[src/rtl/wb_board_master.sv]
// wb_board_master: autonomous wishbone initiator for the board IO responder.
// On a trigger it reads the switches and buttons, mirrors the switches onto the
// LEDs and shows the button bitmap on the 7-seg text register.
// Optional feature macro: BOARD_MASTER_POLL_EN (periodic self-trigger).
module wb_board_master #(
  parameter int DEV_ADDR_BITS = 8,
  parameter int TIMEOUT       = 255,
  parameter int POLL_INTERVAL = 100000
) (
  input  logic                     clk,
  input  logic                     rst,
  input  logic                     trigger,
  output logic                     wbm_cyc_o,
  output logic                     wbm_stb_o,
  output logic [DEV_ADDR_BITS-3:0] wbm_addr_o,
  output logic [3:0]               wbm_sel_o,
  output logic                     wbm_we_o,
  output logic [31:0]              wbm_data_o,
  input  logic [31:0]              wbm_data_i,
  input  logic                     wbm_ack_i,
  output logic                     busy,
  output logic                     done,
  output logic                     err,
  output logic [15:0]              sw_snap,
  output logic [19:0]              btn_snap
);

  localparam int AW = DEV_ADDR_BITS - 2;
  localparam int TW = $clog2(TIMEOUT + 1);

  typedef enum logic [2:0] {
    S_IDLE   = 3'd0,
    S_RD_SW  = 3'd1,
    S_RD_BTN = 3'd2,
    S_WR_LED = 3'd3,
    S_WR_TXT = 3'd4,
    S_GAP    = 3'd5,
    S_DONE   = 3'd6,
    S_ERR    = 3'd7
  } state_t;

  state_t        state_r;
  state_t        next_r;
  logic          pending_r;
  logic [TW-1:0] tcnt_r;
  logic          start_req_s;

  // Upper read-data bits carry nothing the sequence needs.
  logic data_unused;
  assign data_unused = ^wbm_data_i[31:20];

`ifdef BOARD_MASTER_POLL_EN
  localparam int PW = (POLL_INTERVAL > 1) ? $clog2(POLL_INTERVAL) : 1;
  logic [PW-1:0] poll_cnt_r;
  logic          poll_wrap_s;

  assign poll_wrap_s = (poll_cnt_r == PW'(POLL_INTERVAL - 1));
  assign start_req_s = trigger | poll_wrap_s;

  // Free-running poll counter; wraps regardless of busy so a wrap can set pending.
  always_ff @(posedge clk or posedge rst) begin
    if (rst) begin
      poll_cnt_r <= '0;
    end else if (poll_wrap_s) begin
      poll_cnt_r <= '0;
    end else begin
      poll_cnt_r <= poll_cnt_r + PW'(1);
    end
  end
`else
  assign start_req_s = trigger;
`endif

  // Sequencer: one FSM owning the bus, status flags and the snapshots.
  always_ff @(posedge clk or posedge rst) begin
    if (rst) begin
      state_r    <= S_IDLE;
      next_r     <= S_IDLE;
      pending_r  <= 1'b0;
      tcnt_r     <= '0;
      wbm_cyc_o  <= 1'b0;
      wbm_stb_o  <= 1'b0;
      wbm_addr_o <= '0;
      wbm_sel_o  <= 4'h0;
      wbm_we_o   <= 1'b0;
      wbm_data_o <= 32'h0;
      busy       <= 1'b0;
      done       <= 1'b0;
      err        <= 1'b0;
      sw_snap    <= 16'h0;
      btn_snap   <= 20'h0;
    end else begin
      done <= 1'b0;
      // Requests arriving mid-sequence merge into a single pending restart.
      if (start_req_s && (state_r != S_IDLE)) begin
        pending_r <= 1'b1;
      end
      case (state_r)
        S_IDLE: begin
          if (start_req_s) begin
            state_r <= S_RD_SW;
            busy    <= 1'b1;
            err     <= 1'b0;
          end
        end
        S_RD_SW, S_RD_BTN, S_WR_LED, S_WR_TXT: begin
          if (!wbm_cyc_o) begin
            // Issue phase: present the transaction one cycle after entering the state.
            wbm_cyc_o <= 1'b1;
            wbm_stb_o <= 1'b1;
            tcnt_r    <= '0;
            case (state_r)
              S_RD_SW: begin
                wbm_addr_o <= AW'(0);
                wbm_we_o   <= 1'b0;
                wbm_sel_o  <= 4'hF;
                wbm_data_o <= 32'h0;
              end
              S_RD_BTN: begin
                wbm_addr_o <= AW'(1);
                wbm_we_o   <= 1'b0;
                wbm_sel_o  <= 4'hF;
                wbm_data_o <= 32'h0;
              end
              S_WR_LED: begin
                wbm_addr_o <= AW'(4);
                wbm_we_o   <= 1'b1;
                wbm_sel_o  <= 4'h3;
                wbm_data_o <= {16'h0, sw_snap};
              end
              default: begin
                wbm_addr_o <= AW'(6);
                wbm_we_o   <= 1'b1;
                wbm_sel_o  <= 4'hF;
                wbm_data_o <= {12'h0, btn_snap};
              end
            endcase
          end else if (wbm_ack_i) begin
            wbm_cyc_o  <= 1'b0;
            wbm_stb_o  <= 1'b0;
            wbm_addr_o <= '0;
            wbm_sel_o  <= 4'h0;
            wbm_we_o   <= 1'b0;
            wbm_data_o <= 32'h0;
            case (state_r)
              S_RD_SW: begin
                sw_snap <= wbm_data_i[15:0];
                next_r  <= S_RD_BTN;
                state_r <= S_GAP;
              end
              S_RD_BTN: begin
                btn_snap <= wbm_data_i[19:0];
                next_r   <= S_WR_LED;
                state_r  <= S_GAP;
              end
              S_WR_LED: begin
                next_r  <= S_WR_TXT;
                state_r <= S_GAP;
              end
              default: begin
                state_r <= S_DONE;
                done    <= 1'b1;
              end
            endcase
          end else if (tcnt_r == TW'(TIMEOUT - 1)) begin
            wbm_cyc_o  <= 1'b0;
            wbm_stb_o  <= 1'b0;
            wbm_addr_o <= '0;
            wbm_sel_o  <= 4'h0;
            wbm_we_o   <= 1'b0;
            wbm_data_o <= 32'h0;
            err        <= 1'b1;
            state_r    <= S_ERR;
          end else begin
            tcnt_r <= tcnt_r + TW'(1);
          end
        end
        S_GAP: begin
          state_r <= next_r;
        end
        S_DONE, S_ERR: begin
          // A request seen during or before this cycle restarts without going idle.
          if (pending_r || start_req_s) begin
            pending_r <= 1'b0;
            err       <= 1'b0;
            state_r   <= S_RD_SW;
          end else begin
            busy    <= 1'b0;
            state_r <= S_IDLE;
          end
        end
        default: begin
          state_r    <= S_IDLE;
          busy       <= 1'b0;
          wbm_cyc_o  <= 1'b0;
          wbm_stb_o  <= 1'b0;
        end
      endcase
    end
  end

endmodule

[config.mk]
export PLATFORM = sky130hd
export DESIGN_NAME = wb_board_master
export DESIGN_NICKNAME = d
export VERILOG_FILES = /design/src/rtl/wb_board_master.sv
export SDC_FILE = /design/constraint.sdc
export NUM_CORES = 1
export LEC_CHECK = 0
export CAP_MARGIN = 25
export CORE_MARGIN = 4
export CORE_UTILIZATION = 40
export CTS_CLUSTER_SIZE = 40
export DETAILED_ROUTE_END_ITERATION = 8
export PLACE_DENSITY = 0.75
export SLEW_MARGIN = 30
export SYNTH_ARGS = -nofsm -noshare
export SYNTH_HDL_FRONTEND = slang
export SYNTH_SLANG_ARGS = --single-unit
export TNS_END_PERCENT = 50
[constraint.sdc]
create_clock -name clk -period 4.3 [get_ports clk]
set_input_delay 0.645 -clock clk [delete_from_list [all_inputs] [get_ports clk]]
set_output_delay 0.645 -clock clk [all_outputs]
set_load 0.01 [all_outputs]
==> flow_metrics.env, run 1 <==
export IMPL_yosysMostFrequentCell="dfrtp_1"
export IMPL_place_gp_congestion=0.760
export IMPL_ir_drop_v=0.000383
export IMPL_worst_slew_pin_slew_ps=807
export IMPL_worstPathRequired_ps=3650
export IMPL_yosysTopAreaCell="dfrtp_1"
export IMPL_stdcell_count=506
export IMPL_rows=34
export IMPL_path_class="reg -> out"
export IMPL_syn2layout_area_growth_pct=31.4
export IMPL_ctsRootBufferMaster="clkbuf_8"
export IMPL_syn_avg_cell_area_um2=11.8
export IMPL_cap_violations=0
export IMPL_wire_per_inst_um=17.1
export IMPL_ys_types=47
export IMPL_holdBufCountCts=0
export IMPL_drive_above_1_share_pct=14.3
export IMPL_place_area_um2=4590
export IMPL_vias=2802
export IMPL_final_hold_viol_count=0
export IMPL_final_setup_viol_count=0
export IMPL_ys_seq_area_share_pct=55.1
export IMPL_slew_headroom_pct=45.8
export IMPL_cts_buffer_depth=2
export IMPL_io_buffer_count=92
export IMPL_yosys_top_cells_count="dfrtp_1 (81), mux2_2 (32), buf_4 (19), a22oi_1 (17), o2bb2ai_1 (16)"
export IMPL_grt_usage_pct=16.4
export IMPL_end_kind="output port"
export IMPL_cp_num_buf_inv=1
export IMPL_crit_family="flip-flops"
export IMPL_cts_tree="done"
export IMPL_place_hpwl_mm=5.84
export IMPL_gr_usage_met3_pct=5.59
export IMPL_synthArstFlopShare_pct=100
export IMPL_timing_final_crit_period_ps=2400
export IMPL_design_area_um2=4830
export IMPL_grtUsageMet2_pct=26.0
export IMPL_io_pins=120
export IMPL_fp_dieArea_um2=10800
export IMPL_cts_made_buffers=9
export IMPL_r2r_end="tcnt_r[4]"
export IMPL_crit_slowest_cell="dfrtp_2"
export IMPL_fin_crit_sh_pct=55.8
export IMPL_grt_setup_unrepaired="no"
export IMPL_numClockSinks=81
export IMPL_remaining_drc_errors=0
export IMPL_initial_core_util_pct=41.6
export IMPL_synth_area_leaders="dfrtp_1 (55%), mux2_2 (9.8%), buf_4 (3.9%), o2bb2ai_1 (3.8%), a22oi_1 (3.5%)"
export IMPL_critPathMaxStageDelay_ps=740
export IMPL_ctsResizeCount=0
export IMPL_hold_end="wbm_we_o"
export IMPL_vias_per_cell=5.54
export IMPL_wl_mm=8.67
export IMPL_coreArea_um2=8850
export IMPL_post_cts_setup_buffer_count=0
export IMPL_timing_rr_start="state_r[2]"
export IMPL_p_leak_nw=2.08
export IMPL_synth_top_area_share_pct=55.1
export IMPL_hold_path_class="reg -> reg"
export IMPL_finalNetCount=432
export IMPL_fmax_ghz=0.417
export IMPL_grt_pass1_wl_mm=14.5
export IMPL_place_inst=491
export IMPL_skew_ps=10.4
export IMPL_mappedNetlistArea_um2=3680
export IMPL_clkTransAtPathRegs_ps=80
export IMPL_top_usage_layer="met2"
export IMPL_ant_nets=0
export IMPL_htreeDepth=3
export IMPL_die_height_um=104
export IMPL_fin_setup_tns_ps=0
export IMPL_clkLatencyLatePin_ps=360
export IMPL_diodes=0
export IMPL_grt_max_degree=60
export IMPL_cellPowerDensity_nw_per_um2=721
export IMPL_hold_depth=1
export IMPL_use_met1_pct=21.1
export IMPL_status="completed"
export IMPL_antenna_found_initial=0
export IMPL_r2r_cells=4
export IMPL_power_total_mw=3.48
export IMPL_slew_viol_final=0
export IMPL_die_x_um=104
export IMPL_drt_iter0_markers=170
export IMPL_first_pass_iters=5
export IMPL_overflow=0
export IMPL_worstPathMaxFanout=29
export IMPL_syn_inst=312
export IMPL_r2r_slack_ps=2020
export IMPL_worstPathArrival_ps=1750
export IMPL_critPathLaunchType="flop"
export IMPL_synth_edf_count=0
export IMPL_yosysWarnings=0
export IMPL_synth_main_ff_cell="dfrtp_1"
export IMPL_ys_seq_elements=81
export IMPL_grt_pass1_vias=2828
export IMPL_hold_start="wbm_we_o"
export IMPL_crit_chain="clkdlybuf4s50_1"
-- power by group --
part           total [mW]  leakage, nW  internal (mW)  switching, mW
clock               0.666        0.116          0.385          0.281
combinational        1.44        0.928          0.805          0.638
sequential           1.37         1.03           1.05          0.322
total                3.48         2.08           2.24           1.24
-- how the worst max path moves through the flow --
stage	from	endpoint	slack [ps]	cells past startpoint
final	wbm_cyc_o	wbm_cyc_o	1900	1
after global routing	state_r[2]	tcnt_r[4]	1790	4
after CTS	wbm_cyc_o	wbm_cyc_o	1540	1
after detailed placement	wbm_ack_i	tcnt_r[2]	1540	5
after global placement	wbm_ack_i	wbm_data_o[19]	1330	5
after floorplan	rst	btn_snap[0]	1570	1
-- registers in the layout (all words and copies together), names as in the netlist --
name	flops
btn_snap	20
wbm_data_o	20
sw_snap	16
tcnt_r	8
next_r	3
state_r	3
wbm_addr_o	3
wbm_sel_o	2
busy	1
done	1
err	1
pending_r	1
wbm_cyc_o	1
wbm_we_o	1
-- layout make-up --
type	instances	area [um2]
clock inverter	6	115
clock buffer	9	124
fill	750	4020
inverter	8	35.0
sequential	81	2030
multi-input combinational	198	1450
timing repair buffer	96	951
tap	108	135
-- through the flow --
stage | hold slack (ps) | utilization [%] | setup slack (ps)
floorplan | 464 | - | 1570
global placement | 461 | 51.8 | 1330
detailed placement | 472 | 51.9 | 1540
CTS | 495 | 54.6 | 1540
global route | 501 | 54.6 | 1790
finish | 492 | 54.6 | 1900
-- kinds of logic (layout without fill, tap and decap cells) --
logic type               count (synthesis)  after routing  synth area share (%)
AO/OA/AOI/OAI                           87             87                  17.0
XOR/XNOR                                 1              1                 0.238
adder cells (fa/ha/maj)                  2              2                 0.680
buffers and inverters                   47            119                  7.25
flip-flops                              81             81                  55.1
multiplexers                            38             38                  11.6
other                                    1             15                 0.102
AND/OR/NAND/NOR                         55             55                  8.00
-- placed cells by master, fill, tap and decap left out, types with 3 or more instances in the layout --
| cell | count |
|---|---|
| a21oi_1 | 15 |
| nand3_1 | 6 |
| bufinv_16 | 3 |
| nand2_1 | 8 |
| nand4_1 | 5 |
| nor2_1 | 13 |
| nor2b_1 | 3 |
| buf_4 | 4 |
| o2bb2ai_1 | 16 |
| o21ai_0 | 8 |
| a21o_1 | 6 |
| inv_1 | 6 |
| clkdlybuf4s50_1 | 92 |
| mux2_1 | 4 |
| or3_1 | 4 |
| nor3_1 | 5 |
| o21a_1 | 3 |
| or4_1 | 3 |
| a22oi_1 | 17 |
| dfrtp_1 | 80 |
| clkbuf_8 | 9 |
| mux2_2 | 32 |
| conb_1 | 15 |
| a22o_1 | 6 |
-- routing by layer --
layer | vias up | part of all wire [%] | wire length (um)
met2 | 122 | 47 | 4060
met4 | 0 | 1.3 | 114
met1 | 1389 | 43 | 3730
met3 | 10 | 8.8 | 765
li1 | 1281 | - | -
met5 | - | 0 | 0
(Power assumes the default switching activity.)
==> run 2: changes to the inputs <==
==> constraint.sdc (replaced) <==
create_clock -name clk -period 2.5 [get_ports clk]
set_input_delay 0.375 -clock clk [delete_from_list [all_inputs] [get_ports clk]]
set_output_delay 0.375 -clock clk [all_outputs]
set_load 0.01 [all_outputs]
==> flow_metrics.env, run 2 (synthesis results as in run 1) <==
export IMPL_vias_per_cell=5.53
export IMPL_crit_chain="o21ai_1, nand2_1, or4_1, a21oi_1"
export IMPL_worstPathRequired_ps=2780
export IMPL_drt_iter0_markers=187
export IMPL_timing_final_crit_period_ps=2070
export IMPL_status="completed"
export IMPL_vias=2840
export IMPL_grt_usage_pct=17.2
export IMPL_io_pins=120
export IMPL_numClockSinks=81
export IMPL_cts_buffer_depth=2
export IMPL_clkTransAtPathRegs_ps=80
export IMPL_p_leak_nw=2.09
export IMPL_die_height_um=104
export IMPL_p_sw_mw=2.19
export IMPL_cap_violations=0
export IMPL_ir_drop_v=0.000598
export IMPL_final_hold_viol_count=0
export IMPL_finalNetCount=439
export IMPL_worstPathMaxFanout=15
export IMPL_drive_above_1_share_pct=15.0
export IMPL_antenna_found_initial=0
export IMPL_end_kind="flop"
export IMPL_ctsRootBufferMaster="clkbuf_8"
export IMPL_die_x_um=104
export IMPL_holdBufCountCts=0
export IMPL_syn2layout_area_growth_pct=31.9
export IMPL_mostFrequentLayoutCells="clkdlybuf4s50_1 (92), dfrtp_1 (81), mux2_2 (32)"
export IMPL_diodes=0
export IMPL_final_common_cell="clkdlybuf4s50_1"
export IMPL_critPathMaxStageDelay_ps=590
export IMPL_cts_made_buffers=9
export IMPL_grt_setup_unrepaired="no"
export IMPL_initial_core_util_pct=41.6
export IMPL_crit_slowest_cell="or4_1"
export IMPL_r2r_slack_ps=430
export IMPL_wl_mm=9.06
export IMPL_clkPwrFrac_pct=16.5
export IMPL_fin_crit_sh_pct=83.0
export IMPL_remaining_drc_errors=0
export IMPL_htreeDepth=3
export IMPL_r2r_cells=4
export IMPL_timing_rr_start="state_r[2]"
export IMPL_ant_nets=0
export IMPL_slew_viol_final=0
export IMPL_internal_power_mw=3.76
export IMPL_cellPowerDensity_nw_per_um2=1230
export IMPL_clkLatencyLatePin_ps=350
export IMPL_final_setup_viol_count=0
export IMPL_ctsResizeCount=0
export IMPL_slew_headroom_pct=51.1
export IMPL_whs_ps=295
export IMPL_worst_slew_pin_slew_ps=733
export IMPL_reg_largest_list="btn_snap (20), wbm_data_o (20), sw_snap (16)"
export IMPL_grt_pass1_wl_mm=15.1
export IMPL_fmax_ghz=0.482
export IMPL_critPathLaunchType="flop"
export IMPL_overflow=0
export IMPL_p_seq_share_pct=37.9
export IMPL_first_pass_iters=4
export IMPL_swShare_pct=36.8
export IMPL_hold_path_class="in -> async"
export IMPL_io_buffer_count=92
export IMPL_r2r_end="tcnt_r[5]"
export IMPL_coreArea_um2=8850
export IMPL_wire_per_inst_um=17.6
export IMPL_comb_power_share_pct=45.6
export IMPL_fin_setup_tns_ps=0
export IMPL_path_class="reg -> reg"
export IMPL_grt_max_degree=66
export IMPL_post_cts_setup_buffer_count=0
export IMPL_grt_pass1_vias=3020
export IMPL_place_hpwl_mm=6.18
export IMPL_place_gp_congestion=0.819
export IMPL_worstPathArrival_ps=2350
export IMPL_skew_ps=7.08
export IMPL_fp_dieArea_um2=10800
export IMPL_rows=34
export IMPL_cts_tree="done"
## run 2: worst max-delay path: cells and delay by family, from the launching register on
family             cells  cell delay, ps
DFF                    1             550
and+or+nand+nor        2             950
AOI/OAI and AO/OA      2             510
## run 2: worst max path at each step
| stage | startpoint | to | slack [ps] |
|---|---|---|---|
| floorplan | rst | btn_snap[0] | 40 |
| finish | state_r[2] | tcnt_r[5] | 430 |
| CTS | state_r[1] | wbm_data_o[14] | 430 |
| detailed placement | wbm_ack_i | tcnt_r[2] | 250 |
| global placement | wbm_ack_i | tcnt_r[2] | 290 |
| global route | state_r[1] | tcnt_r[4] | 260 |
## run 2: metal layers
metal / share of wire, % / vias up / track usage (%)
met1: 42 / 1414 / 21.8
li1: - / 1293 / -
met4: 1.6 / 0 / 5.41
met3: 8.5 / 15 / 6.33
met2: 48 / 118 / 27.6
met5: 0 / - / 0
## run 2: through the flow
| stage | total power, mW | setup slack, ps | cell area [um2] | std cells | utilization (%) |
|---|---|---|---|---|---|
| 2_1_floorplan | 3.65 | 44.9 | 3730 | 326 | - |
| 3_3_place_gp | 4.90 | 293 | 4650 | 498 | 52.5 |
| 3_5_place_dp | 4.98 | 254 | 4650 | 498 | 52.5 |
| 4_1_cts | 5.99 | 429 | 4850 | 514 | 54.8 |
| 5_1_grt | 6.33 | 260 | 4850 | 514 | 54.8 |
| 6_report | 5.95 | 425 | 4850 | 514 | 54.8 |
## run 2: cell type report
class / count / area [um2]
Inverter: 8 / 31.3
Sequential cell: 81 / 2030
Multi-Input combinational cell: 198 / 1440
Tap cell: 108 / 135
Clock buffer: 11 / 141
Fill cell: 764 / 4000
Timing Repair Buffer: 103 / 1020
Clock inverter: 5 / 62.6
## run 2: power by group through the flow
stage / Clock (mW) / Sequential (mW) / Combinational, mW
5_1_grt: 1.06 / 2.33 / 2.94
4_1_cts: 1.00 / 2.25 / 2.74
6_report: 0.982 / 2.25 / 2.71
3_5_place_dp: 0 / 2.27 / 2.72
3_3_place_gp: 0 / 2.24 / 2.66
2_1_floorplan: 0 / 2.34 / 1.31
==> run 3: changes to the inputs <==
--- a/config.mk
+++ b/config.mk
@@ -10,7 +10,7 @@
 export CORE_UTILIZATION = 40
 export CTS_CLUSTER_SIZE = 40
 export DETAILED_ROUTE_END_ITERATION = 8
-export PLACE_DENSITY = 0.75
+export PLACE_DENSITY = 0.78
 export SLEW_MARGIN = 30
 export SYNTH_ARGS = -nofsm -noshare
 export SYNTH_HDL_FRONTEND = slang
==> constraint.sdc (replaced) <==
create_clock -name clk -period 1.75 [get_ports clk]
set_input_delay 0.2625 -clock clk [delete_from_list [all_inputs] [get_ports clk]]
set_output_delay 0.2625 -clock clk [all_outputs]
set_load 0.01 [all_outputs]
==> flow_metrics.env, run 3 (synthesis results as in run 1) <==
export IMPL_htreeDepth=3
export IMPL_critPathMaxStageDelay_ps=500
export IMPL_die_height_um=104
export IMPL_clkTransAtPathRegs_ps=90
export IMPL_r2r_end="tcnt_r[6]"
export IMPL_slew_viol_final=0
export IMPL_holdBufCountCts=0
export IMPL_ant_nets=0
export IMPL_skew_ps=6.27
export IMPL_vias=2911
export IMPL_timing_final_crit_period_ps=1730
export IMPL_hold_path_class="in -> async"
export IMPL_top_usage_layer="met2"
export IMPL_r2r_cells=5
export IMPL_p_leak_nw=2.24
export IMPL_cts_tree="done"
export IMPL_vias_per_cell=5.38
export IMPL_syn2layout_area_growth_pct=38.9
export IMPL_status="completed"
export IMPL_cts_buffer_depth=2
export IMPL_antenna_found_initial=0
export IMPL_final_hold_viol_count=0
export IMPL_reg_largest_list="btn_snap (20), wbm_data_o (20), sw_snap (16)"
export IMPL_fin_crit_sh_pct=99.0
export IMPL_place_gp_congestion=0.891
export IMPL_critPathLaunchType="flop"
export IMPL_fmax_ghz=0.577
export IMPL_cp_num_buf_inv=1
export IMPL_fp_dieArea_um2=10800
export IMPL_cts_made_buffers=9
export IMPL_final_common_cell="clkdlybuf4s50_1"
export IMPL_end_kind="flop"
export IMPL_remaining_drc_errors=0
export IMPL_wl_mm=9.41
export IMPL_path_class="reg -> reg"
export IMPL_grt_setup_unrepaired="yes"
export IMPL_worstPathRequired_ps=2020
export IMPL_drt_iter0_markers=143
export IMPL_grtUsageMet2_pct=28.6
export IMPL_numClockSinks=81
export IMPL_clkLatencyLatePin_ps=340
export IMPL_crit_family="simple AND/OR/NAND/NOR gates"
export IMPL_worstPathArrival_ps=2000
export IMPL_overflow=0
export IMPL_die_x_um=104
export IMPL_grt_usage_pct=17.5
export IMPL_design_area_um2=5110
export IMPL_final_setup_viol_count=0
export IMPL_r2r_slack_ps=20
export IMPL_power_total_mw=8.94
export IMPL_grt_pass1_vias=3056
export IMPL_whs_ps=344
export IMPL_gr_usage_met3_pct=5.03
export IMPL_wire_per_inst_um=17.4
export IMPL_crit_slowest_cell="dfrtp_1"
export IMPL_timing_rr_start="state_r[1]"
export IMPL_grt_pass1_wl_mm=15.4
export IMPL_cellPowerDensity_nw_per_um2=1750
export IMPL_drive_above_1_share_pct=21.5
export IMPL_rows=34
export IMPL_place_area_um2=4830
export IMPL_place_hpwl_mm=6.56
export IMPL_ir_drop_v=0.000864
export IMPL_io_pins=120
export IMPL_grt_max_degree=56
export IMPL_worstPathMaxFanout=7
export IMPL_use_met1_pct=23.3
export IMPL_finalNetCount=466
export IMPL_io_buffer_count=92
export IMPL_cap_violations=0
export IMPL_ctsRootBufferMaster="clkbuf_8"
export IMPL_first_pass_iters=5
export IMPL_crit_chain="buf_4, nor3_1, or4_1, or3_1, a21oi_1"
export IMPL_coreArea_um2=8850
export IMPL_mostFrequentLayoutCells="clkdlybuf4s50_1 (92), dfrtp_1 (79), buf_4 (34)"
export IMPL_initial_core_util_pct=41.6
export IMPL_diodes=0
==> run 3: worst max path at each step <==
stage	from	end	slack (ps)	depth (start not counted)
6_report	state_r[1]	tcnt_r[6]	20	5
5_1_grt	tcnt_r[0]	wbm_data_o[19]	-20	7
4_1_cts	tcnt_r[1]	tcnt_r[6]	20	5
3_5_place_dp	wbm_ack_i	tcnt_r[5]	-40	6
3_3_place_gp	wbm_ack_i	tcnt_r[4]	-20	6
2_1_floorplan	state_r[1]	sw_snap[11]	80	5
==> run 3: area by class of cell <==
cell class | instances | area [um2]
fillers | 737 | 3740
repair buffers | 130 | 1250
clock inverters | 6 | 90.1
multi-input cells | 198 | 1450
clock buffers | 10 | 128
well taps | 108 | 135
flip-flops and latches | 81 | 2030
inverters | 8 | 33.8
==> run 3: through the flow <==
step	setup WS, ps	TNS (ps)	utilization, %	cells
2_1_floorplan	77.7	0	-	326
3_3_place_gp	-21.2	-37.8	54.6	519
3_5_place_dp	-40.3	-161	54.6	519
4_1_cts	20.0	0	57.2	536
5_1_grt	-23.7	-124	57.7	541
6_report	17.7	0	57.7	541
==> run 3: worst register-to-register path, stage by stage (launching register included) <==
cell and delay [ps]:
dfrtp_1 500, buf_4 200, nor3_1 60, or4_1 430, or3_1 320, a21oi_1 150
==> run 3: timing repair <==
| action | CTS | global route |
|---|---|---|
| endpoints found under the setup margin | 1 | 23 |
| setup buffers | 1 | 5 |
| cloned | 0 | 0 |
| pin swaps | 0 | 5 |
| resized for setup | 1 | 5 |
==> run 3: metal layers <==
metal | share of wire (%) | vias up
met3 | 5.8 | 7
met2 | 48 | 86
met1 | 45 | 1468
met4 | 0.66 | 0
li1 | - | 1350
met5 | 0 | -
==> run 3: report_power, final <==
part | leakage [nW] | total (mW) | internal (mW) | switching (mW)
Sequential | 1.03 | 3.19 | 2.59 | 0.596
Combinational | 1.10 | 4.25 | 2.33 | 1.91
Clock | 0.107 | 1.50 | 0.810 | 0.693
==> patch (flow settings as in run 3) <==
Change the parameter `DEV_ADDR_BITS` from 8 to 9.
--- a/src/rtl/wb_board_master.sv
+++ b/src/rtl/wb_board_master.sv
@@ -4,5 +4,5 @@
 // Optional feature macro: BOARD_MASTER_POLL_EN (periodic self-trigger).
 module wb_board_master #(
-  parameter int DEV_ADDR_BITS = 8,
+  parameter int DEV_ADDR_BITS = 9,
   parameter int TIMEOUT       = 255,
   parameter int POLL_INTERVAL = 100000
Ports: changed (resized wbm_addr_o); port bits go from 120 to 121. No check against the original RTL was run, so the function may have changed too.
==> patch against run 3 <==
Final area decreased by 0.44%; sequential cell count did not move; setup slack better by 0.017 ns; via count grew 0.62%; sequential share of layout area up 0.18 points; non-clock buffer count down 1; wire length down 5.0%; clock power is 11% lower; synthesized area up 0.20%; power is 1.8% lower; critical path type unchanged; largest cell class unchanged; largest power group unchanged.
==> patch: results (changes against run 3) <==
stage	metric	value	unit	change
layout	seq_share	39.9	%	was 39.7%
global_routing	grt_usage	16.8	%	was 17.5%
routing	drtIter0Drc	139		was 143
synth	avgSynthCellArea	11.8	um^2	about the same
layout	fillers	726		was 737
global_routing	grt_max_degree	82		was 56
routing	met1_length	3870	um	was 4240 um
placed_design	dp.cells	524		was 519
power	p_leak	2.23	nW	was 2.24 nW
layout	n_clock_buffer	11		was 10
layout	nonClkBufAreaFrac	24.6	%	was 24.4%
routing	dr.pass1.iters	4		was 5
placed_design	dp_hpwl	6260	um	was 6560 um
synth	synth_common_cells	dfrtp_1, mux2_2, buf_4		unchanged
layout	num-nonclk-buffers	129		was 130
global_routing	grtUsageMet2	27.7	%	was 28.6%
worst_setup_path	cp_max_fo	5		was 7
routing	met2_length	4410	um	was 4560 um
power	ir_drop	0.000873	V	was 0.000864 V
routing	wl_per_cell	16.5	um	was 17.4 um
power	p_int	5.63	mW	was 5.74 mW
status	outcome	finished, final reports clean		unchanged
global_routing	grt_first_pass_wirelength	14900	um	was 15400 um
sta	fin_skew	0.00917	ns	was 0.00627 ns
layout	clkCellAreaFrac	3.69	%	was 4.26%
routing	viasPerCell	5.41		was 5.38
routing	routed_wl	8940	um	was 9410 um
layout	multi_input_gates	199		was 198
layout	syn_to_final_growth	38.0	%	was 38.9%
global_routing	grt_pass1_vias	2925		was 3056
global_routing	grt_use_met1	22.2	%	was 23.3%
routing	wl_met3	609	um	was 548 um
layout	nFlopsAndLatches	81		unchanged
synth	synth.area.top_cells	dfrtp_1, mux2_2, buf_4		unchanged
placed_design	globalplace.congestion	0.838		was 0.891
-- patch: changes by cell type after synthesis --
cell,run 3,this run
buf_4,19,20
-- patch: path summary, 6_finish.rpt --
path,from,endpoint,slack [ns]
max,tcnt_r[4],tcnt_r[6],0.03
min,rst,btn_snap[11],0.37
max reg2reg,tcnt_r[4],tcnt_r[6],0.03
min reg2reg,wbm_we_o,wbm_we_o,0.49
max in group asynchronous,rst,wbm_cyc_o,1.05
min in group clk,wbm_we_o,wbm_we_o,0.49
-- patch: power by group through the flow --
stage | sequential (mW) | combinational (mW) | clock (mW)
2_1_floorplan | 3.34 | 1.87 | 0
3_3_place_gp | 3.19 | 4.14 | 0
3_5_place_dp | 3.22 | 4.22 | 0
4_1_cts | 3.18 | 4.28 | 1.35
5_1_grt | 3.28 | 4.59 | 1.44
6_report | 3.19 | 4.26 | 1.33
-- patch: worst max-delay path: stages, from the launching register on --
cell and delay, ns:
dfrtp_1 0.41, nand4_1 0.21, or4_4 0.56, or3_1 0.32, a21oi_1 0.15
-- patch: logic make-up (layout without fill, tap and decap cells) --
group / Yosys count / after routing / synth area share, %
AO/OA/AOI/OAI: 87 / 87 / 17.0
XOR/XNOR: 1 / 1 / 0.238
adder cells (fa/ha/maj): 2 / 2 / 0.679
buffers and inverters: 48 / 153 / 7.44
flip-flops: 81 / 81 / 55.0
multiplexers: 38 / 38 / 11.5
other: 1 / 16 / 0.102
AND/OR/NAND/NOR: 55 / 55 / 7.98
-- patch: repair_timing --
action | in CTS | in global routing
pin swaps | 0 | 0
setup endpoints to repair | 1 | 41
setup buffers | 1 | 0
gates resized for setup | 1 | 5
endpoints found under the hold margin | 0 | 0
hold buffers | 0 | 0
